`config.mk`:
```
export PLATFORM = sky130hd
export DESIGN_NAME = mult_div_unit
export DESIGN_NICKNAME = d
export VERILOG_FILES = /design/src/rtl/mult_div_unit_pkg.sv /design/src/rtl/mult_div_unit_div_step.sv /design/src/rtl/mult_div_unit.sv
export SDC_FILE = /design/constraint.sdc
export NUM_CORES = 1
export LEC_CHECK = 0
export ABC_AREA = 1
export BUFFER_PORTS_ARGS = -buffer_cell sky130_fd_sc_hd__buf_4
export CORE_ASPECT_RATIO = 1.4
export CORE_UTILIZATION = 30
export CTS_CLUSTER_SIZE = 16
export DETAILED_ROUTE_END_ITERATION = 12
export PLACE_DENSITY = 0.57
export SYNTH_ARGS = -nofsm -noshare
export SYNTH_HDL_FRONTEND = slang
export SYNTH_HIERARCHICAL = 1
export SYNTH_SLANG_ARGS = --single-unit
```
`constraint.sdc`:
```
create_clock -name clk -period 7 [get_ports clk]
set_clock_uncertainty 0.05 [all_clocks]
set_input_delay 1.4 -clock clk [delete_from_list [all_inputs] [get_ports clk]]
set_output_delay 1.4 -clock clk [all_outputs]
set_load 0.02 [all_outputs]
```
`src/rtl/mult_div_unit_pkg.sv`:
```
// Shared definitions for the sequential multiply/divide unit.
// Holds the FSM state encoding, the operation select and the default
// operand width used by the top level and the divide step.
package mult_div_unit_pkg;

  localparam int DEF_WIDTH = 32;

  typedef enum logic [2:0] {
    IDLE = 3'd0,
    LOAD = 3'd1,
    RUN  = 3'd2,
    FIX  = 3'd3,
    DONE = 3'd4
  } state_t;

  typedef enum logic {
    OP_MULT = 1'b0,
    OP_DIV  = 1'b1
  } op_t;

endpackage

```
`src/rtl/mult_div_unit_div_step.sv`:
```
// One unsigned restoring-division step, purely combinational.
// Latency: none. Backpressure: none (no handshake).
// Ports: rem_in   - partial remainder before this step
//        bit_in   - next dividend bit shifted into the remainder
//        divisor  - unsigned divisor magnitude
//        rem_out  - partial remainder after this step
//        q_bit    - quotient bit produced by this step
module mult_div_unit_div_step
  import mult_div_unit_pkg::*;
#(
  parameter int WIDTH = DEF_WIDTH
) (
  input  logic [WIDTH-1:0] rem_in,
  input  logic             bit_in,
  input  logic [WIDTH-1:0] divisor,
  output logic [WIDTH-1:0] rem_out,
  output logic             q_bit
);

  logic [WIDTH:0] shifted;

  assign shifted = {rem_in, bit_in};
  assign q_bit   = (shifted >= {1'b0, divisor});
  // When the subtraction succeeds the result is below the divisor, so the
  // low WIDTH bits of the modular difference are exact.
  assign rem_out = q_bit ? (shifted[WIDTH-1:0] - divisor) : shifted[WIDTH-1:0];

endmodule

```
`src/rtl/mult_div_unit.sv`:
```
// Sequential signed multiply (shift-add) / divide (restoring), one bit per cycle.
// Latency: start sampled at edge N -> done pulse in cycle N+WIDTH+3.
// Backpressure: starts seen while an operation is in flight are dropped.
// Ports: clk, reset (sync, active-high)
//        start_mult/start_div - one-cycle requests (mult wins if both)
//        A, B                 - operands, latched on the accepted start
//        HI, LO               - mult: product high/low; div: remainder/quotient
//        busy, done, div_zero - status; done/div_zero are one-cycle pulses
module mult_div_unit
  import mult_div_unit_pkg::*;
#(
  parameter int WIDTH = DEF_WIDTH,
  parameter int CNT_W = 6
) (
  input  logic             clk,
  input  logic             reset,
  input  logic             start_mult,
  input  logic             start_div,
  input  logic [WIDTH-1:0] A,
  input  logic [WIDTH-1:0] B,
  output logic [WIDTH-1:0] HI,
  output logic [WIDTH-1:0] LO,
  output logic             busy,
  output logic             done,
  output logic             div_zero
);

  state_t             state;
  op_t                op;
  logic [WIDTH-1:0]   a_q;
  logic [WIDTH-1:0]   b_q;
  logic [WIDTH-1:0]   opnd;      // multiplicand or divisor magnitude
  logic [2*WIDTH-1:0] acc;       // mult: {partial, multiplier}; div: {rem, dividend/quotient}
  logic [CNT_W-1:0]   cnt;
  logic               sign_a;
  logic               sign_b;

  logic [WIDTH-1:0]   abs_a;
  logic [WIDTH-1:0]   abs_b;
  logic [WIDTH:0]     add_sum;
  logic [WIDTH-1:0]   div_rem;
  logic               div_q;
  logic [2*WIDTH-1:0] prod_neg;
  logic [WIDTH-1:0]   fix_hi;
  logic [WIDTH-1:0]   fix_lo;

  // Negating the most negative value yields the same bit pattern, which is
  // exactly its unsigned magnitude.
  assign abs_a = a_q[WIDTH-1] ? -a_q : a_q;
  assign abs_b = b_q[WIDTH-1] ? -b_q : b_q;

  // Carry out of the add becomes the top bit of the right-shifted accumulator.
  assign add_sum = {1'b0, acc[2*WIDTH-1:WIDTH]} + {1'b0, (acc[0] ? opnd : {WIDTH{1'b0}})};

  mult_div_unit_div_step #(.WIDTH(WIDTH)) u_div_step (
    .rem_in  (acc[2*WIDTH-1:WIDTH]),
    .bit_in  (acc[WIDTH-1]),
    .divisor (opnd),
    .rem_out (div_rem),
    .q_bit   (div_q)
  );

  assign prod_neg = -acc;

  // Sign correction: quotient truncates toward zero, remainder follows the dividend.
  always_comb begin
    fix_hi = acc[2*WIDTH-1:WIDTH];
    fix_lo = acc[WIDTH-1:0];
    if (op == OP_MULT) begin
      if (sign_a ^ sign_b) begin
        fix_hi = prod_neg[2*WIDTH-1:WIDTH];
        fix_lo = prod_neg[WIDTH-1:0];
      end
    end else begin
      if (sign_a ^ sign_b) fix_lo = -acc[WIDTH-1:0];
      if (sign_a)          fix_hi = -acc[2*WIDTH-1:WIDTH];
    end
  end

  always_ff @(posedge clk) begin
    if (reset) begin
      state    <= IDLE;
      op       <= OP_MULT;
      a_q      <= '0;
      b_q      <= '0;
      opnd     <= '0;
      acc      <= '0;
      cnt      <= '0;
      sign_a   <= 1'b0;
      sign_b   <= 1'b0;
      HI       <= '0;
      LO       <= '0;
      busy     <= 1'b0;
      done     <= 1'b0;
      div_zero <= 1'b0;
    end else begin
      done     <= 1'b0;
      div_zero <= 1'b0;
      case (state)
        IDLE: begin
          if (start_mult) begin
            a_q   <= A;
            b_q   <= B;
            op    <= OP_MULT;
            busy  <= 1'b1;
            state <= LOAD;
          end else if (start_div) begin
            if (B == '0) begin
              // Flag and stay idle; HI/LO keep the previous result.
              div_zero <= 1'b1;
            end else begin
              a_q   <= A;
              b_q   <= B;
              op    <= OP_DIV;
              busy  <= 1'b1;
              state <= LOAD;
            end
          end
        end
        LOAD: begin
          sign_a <= a_q[WIDTH-1];
          sign_b <= b_q[WIDTH-1];
          cnt    <= '0;
          if (op == OP_MULT) begin
            opnd <= abs_a;
            acc  <= {{WIDTH{1'b0}}, abs_b};
          end else begin
            opnd <= abs_b;
            acc  <= {{WIDTH{1'b0}}, abs_a};
          end
          state <= RUN;
        end
        RUN: begin
          if (op == OP_MULT) acc <= {add_sum, acc[WIDTH-1:1]};
          else               acc <= {div_rem, acc[WIDTH-2:0], div_q};
          cnt <= cnt + 1'b1;
          if (cnt == CNT_W'(WIDTH-1)) state <= FIX;
        end
        FIX: begin
          HI    <= fix_hi;
          LO    <= fix_lo;
          busy  <= 1'b0;
          done  <= 1'b1;
          state <= DONE;
        end
        DONE: begin
          state <= IDLE;
        end
        default: state <= IDLE;
      endcase
    end
  end

endmodule

```
* Word-level counts from Yosys, hierarchy flattened
Index checks and enable logic that the tools add are counted.
** Operators by class
- Mux-type cells :: 33
- Equal/unequal tests :: 8
- Add/subtract/negate cells :: 8
- Bitwise operators :: 3
- Reductions and logical operators :: 9
- $lt $le $gt $ge :: 1
** Operator list (number)
- $mux 32 :: 18
- $neg 32->32 :: 4
- $pmux 64 s2 :: 1
- $mux 64 :: 1
- $neg 64->64 :: 1
- $add 32x32->33 :: 1
- $ge 33x32->1 :: 1
- $logic_not 32->1 :: 1
- $sub 32x32->32 :: 1
- $mux 3 :: 4
- $pmux 3 s4 :: 1
- $pmux 6 s2 :: 1
- $reduce_and 3->1 :: 3
- $add 6x1->6 const B :: 1
- $eq 3x2->1 const B :: 2
- $eq 6x5->1 const B :: 1
- $mux 1 :: 6
- $ne 3x3->1 const B :: 2
- $reduce_bool 2->1 :: 3
- $ne 2x2->1 const B :: 2
- $reduce_or 4->1 :: 1
- $eq 3x1->1 const B :: 1
- $logic_not 3->1 :: 1
- $not 1->1 :: 2
- 2 further kinds :: 2
** Storage, ports and cells
- Bits in registers :: 239
- Word-level logic and storage cells :: 76

* Longest topological paths before layout
- Word-level depth :: 5
- Depth in mapped cells :: 20
- Mapped depth without buffers :: 18

* Cells and area by module
The synthesis kept the hierarchy.
** By module, submodules not included
- mult_div_unit :: cells an instance 2907, instances 1, area an instance 16842.4 um^2
- mult_div_unit_div_step :: cells an instance 647, instances 1, area an instance 3160.5 um^2

* Worst setup path before layout
No wires, ideal clock.
- Kind :: input -> register
- From :: in B[0]
- To :: reg op
- Stages on the path :: 8
- Buffers on the path :: 2
- Slack :: 4.349 ns
- Data arrival time :: 2.473 ns
- Cell sequence :: nor4_1 -> nand3_1 -> nor2_1 -> nand3_2 -> nand3_2 -> buf_6 -> buf_6 -> a21oi_1
** Between the ends
- Longest elaborated chain between the ends :: 3
** Ends and longest elaborated chain
- start, declared :: RTL line mult_div_unit.sv:20 : input logic [WIDTH-1:0] B,
- $logic_not 32->1 :: RTL line mult_div_unit.sv:108 : if (B == '0) begin
- $ne 2x2->1 (no source line)
- $reduce_and 3->1 (no source line)
- end signal, assigned :: RTL line mult_div_unit.sv:83 : op <= OP_MULT;
- end signal, assigned :: RTL line mult_div_unit.sv:104 : op <= OP_MULT;
- end signal, assigned :: RTL line mult_div_unit.sv:114 : op <= OP_DIV;
- end, declared :: RTL line mult_div_unit.sv:29 : op_t op;
No other way between the ends.
A chain may end at the register's enable or synchronous reset.

* Final worst setup path
- From :: reg acc[58]
- To :: reg acc[59]
** Between the ends
- Longest elaborated chain between the ends :: 4
- Elaborated cells between the ends (all ways) :: 6
- Classes of those cells :: add/sub: 2; order compare: 1; mux: 3
** Ends and longest elaborated chain
- start, declared :: RTL line mult_div_unit.sv:33 : logic [2*WIDTH-1:0] acc;
- start signal, assigned :: RTL line mult_div_unit.sv:126 : acc <= {{WIDTH{1'b0}}, abs_b};
- start signal, assigned :: RTL line mult_div_unit.sv:129 : acc <= {{WIDTH{1'b0}}, abs_a};
- start signal, assigned :: RTL line mult_div_unit.sv:134 : if (op == OP_MULT) acc <= {add_sum, acc[WIDTH-1:1]};
- $ge 33x32->1 :: RTL line mult_div_unit_div_step.sv:23 : assign q_bit = (shifted >= {1'b0, divisor});
- net div_q :: RTL line mult_div_unit.sv:42 : logic div_q;
- $mux 32 :: RTL line mult_div_unit_div_step.sv:26 : assign rem_out = q_bit ? (shifted[WIDTH-1:0] - divisor) : shifted[WIDTH-1:0];
- net div_rem[27] :: RTL line mult_div_unit.sv:41 : logic [WIDTH-1:0] div_rem;
- $mux 64 :: RTL line mult_div_unit.sv:134
- $pmux 64 s2 :: RTL line mult_div_unit.sv:99 : case (state)
The timed path passes the listed nets, and every way through them passes these cells.

==> metrics.yaml <==
status: "finished, violations left"
violations: "DRC"
drt_iter0_drc: 1530
drtPass1Iterations: 11
cts_resized: 0
p_comb_share_pct: 51.3
slew_headroom_pct: 38.7
die_h_um: 308
clockRootBuffer: "clkbuf_16"
wl_per_cell_um: 17.8
ctsHtreeMaxLevel: 1
place_congestion: 1.01
start_util_pct: 30.4
routed_wl_mm: 79.7
period_share_pct: 50.6
cp.arrival_ns: 3.94
final-setup-viol-count: 0
cap_violations: 0
pwr-share-seq_pct: 25.8
min_path_cells: 2
place_area_mm2: 0.0216
max_freq_mhz: 282
final_common_cell: "nand2_1"
switching_power_w: 0.00329
cts_tree: "built"
rows: 111
hold_class: "reg2reg"
die_area_mm2: 0.0677
synth_fp_nets: 3693
synth-seq-cells: 239
worst_setup_path_end_kind: "flip-flop"
dr_total_vias: 22294
yosysSeqAreaShare_pct: 23.9
antenna_cells: 0
grt_use_total_pct: 23.4
drtAntennaViolNets: 0
r2r_slack_ns: 3.46
internal_power_w: 0.00344
clk_pin_slew_ns: 0.06
final_cell_mix: "1183 x nand2_1, 493 x inv_1, 428 x nor2_1"
rsz0062_at_grt: "no"
ios: 135
avgSynthCellArea_um2: 5.63
r2r-end: "acc[59]"
postSynth.asyncResetShare_pct: 0
grt_start_max_net_pins: 78
grt_pass1_vias: 21289
timing.rr.start: "acc[58]"
power.density_mw_per_mm2: 298
slew_viol_final: 0
ys_warn_count: 6
clkLatencyLatePin_ns: 0.58
io_buffer_count: 134
grt_pass1_wl_mm: 122
ctsHoldBuffers: 0
synth_cell_types: 54
finalHoldViolCount: 0
worstPathMaxFanout: 35
critical_path_class: "reg2reg"
cts_setup_buffers: 0
fin_nets: 3748
period_minus_slack_ns: 3.54
swShare_pct: 48.9
synthCells: 3554
fp.coreArea_mm2: 0.0657
drive_gt1_share_pct: 7.71
antenna_found_initial: 0
synth_edf_count: 0
drcViolationCount: 4
cp-start-kind: "flip-flop"
min_from: "HI[0]"
clock-sinks: 239
power_frac_clock_pct: 22.9
synth_ff_type: "dfxtp_1"
tightest_slew_ns: 0.918
netlist_area_mm2: 0.0200
cp_data_required_time_ns: 7.40
peakVddDrop_uv: 175
via_per_inst: 4.98
design_area_mm2: 0.0226
dpl.hpwl_mm: 63.7
total_power_w: 0.00674
grt.overflow.total: 0
cts_buffers: 28
hold_end: "HI[0]"
timing.final.ws_setup_ns: 3.46
preCtsSetupSlack_ns: 2.88
tns_ns: 0
clockBufferDepth: 3
areaGrowthSynthToFinish_pct: 12.9
die_w_um: 220
r2r_cells: 15
p_leak_nw: 11.7
fill_cells: 7557
[cells in the mapped netlist, drive strengths merged (2+ instances only)]
master / instances / area share (%)
a21boi: 2 / 0.075
a21o: 3 / 0.11
a21oi: 170 / 4.3
a31oi: 10 / 0.31
a32o: 2 / 0.10
and2: 10 / 0.31
buf: 67 / 2.0
clkbuf: 59 / 1.1
clkinv: 2 / 0.044
dfxtp: 239 / 24
fa: 2 / 0.20
ha: 69 / 4.3
inv: 512 / 9.6
nand2: 1194 / 23
nand3: 364 / 9.6
nand3b: 18 / 0.68
nand4: 41 / 1.3
nor2: 448 / 8.8
nor3: 37 / 1.0
nor4: 7 / 0.22
o211ai: 27 / 1.0
o21ai: 166 / 4.3
o21bai: 2 / 0.075
o221ai: 2 / 0.088
o22ai: 24 / 0.75
o31ai: 3 / 0.11
or2: 10 / 0.31
xor2: 58 / 2.5
[worst max-delay path, stage by stage, from the launching register on]
cell	delay, ns
dfxtp_1	0.59
ha_1	0.37
nand2_1	0.19
inv_1	0.06
nand2_1	0.06
nand2_1	0.06
a21oi_1	0.17
nand2_1	0.11
nor2_4	0.64
nand2_8	0.29
nand3_1	0.16
nand2_1	0.06
nor2_1	0.30
nor2_1	0.09
nand2_1	0.09
a21oi_1	0.05
[cell type report]
cell class | count | area, um^2 | area share, %
Multi-Input combinational cell | 2675 | 12700 | 56.3
Clock inverter | 11 | 154 | 0.682
Clock buffer | 40 | 806 | 3.57
Tap cell | 847 | 1060 | 4.69
Sequential cell | 239 | 4790 | 21.2
Timing Repair Buffer | 151 | 1130 | 5.02
Inverter | 514 | 1930 | 8.56
[stage by stage]
step	std cells	hold WS [ns]	util, %
after floorplan	3554	0.387	-
after global placement	4426	0.393	32.9
after detailed placement	4426	0.394	32.9
after CTS	4477	0.406	34.4
after global routing	4477	0.423	34.4
final	4477	0.402	34.4
[worst max-delay path by stage]
| stage | start | end | slack [ns] | depth (start not counted) |
|---|---|---|---|---|
| 2_1_floorplan | B[0] | op | 4.35 | 8 |
| 3_3_place_gp | B[24] | b_q[25] | 2.95 | 10 |
| 3_5_place_dp | B[24] | b_q[13] | 2.88 | 10 |
| 4_1_cts | B[24] | b_q[13] | 3.47 | 10 |
| 5_1_grt | B[24] | b_q[13] | 3.26 | 10 |
| 6_report | acc[58] | acc[59] | 3.46 | 15 |
[power by group through the flow]
stage | clock network (W) | registers, W | logic [W]
2_1_floorplan | 0 | 0.00168 | 0.00255
3_3_place_gp | 0 | 0.00176 | 0.00340
3_5_place_dp | 0 | 0.00176 | 0.00341
4_1_cts | 0.00157 | 0.00173 | 0.00342
5_1_grt | 0.00162 | 0.00175 | 0.00385
6_report | 0.00154 | 0.00174 | 0.00346
[routing by layer]
metal  vias up  track usage (%)  share of wire (%)
li1      11331                -                  -
met1     10050             26.1                 38
met2       661             41.9                 50
met3       252             2.12                4.3
met4         0             15.4                7.4
met5         -                0                  0
[registers in the layout, indices dropped and copies added (netlist names), 3 cells and up]
register / cells
b_q: 32
HI: 32
cnt: 6
LO: 32
state: 3
a_q: 32
opnd: 32
acc: 64
[cells by family after synthesis]
kind of cell	share of synthesized area (%)
AND/OR/NAND/NOR	45.0
adder cells (fa/ha/maj)	4.52
AO/OA/AOI/OAI	11.2
flip-flops	23.9
buffers and inverters	12.8
XOR/XNOR	2.58
No activity file was read; power rests on OpenSTA's default activity.
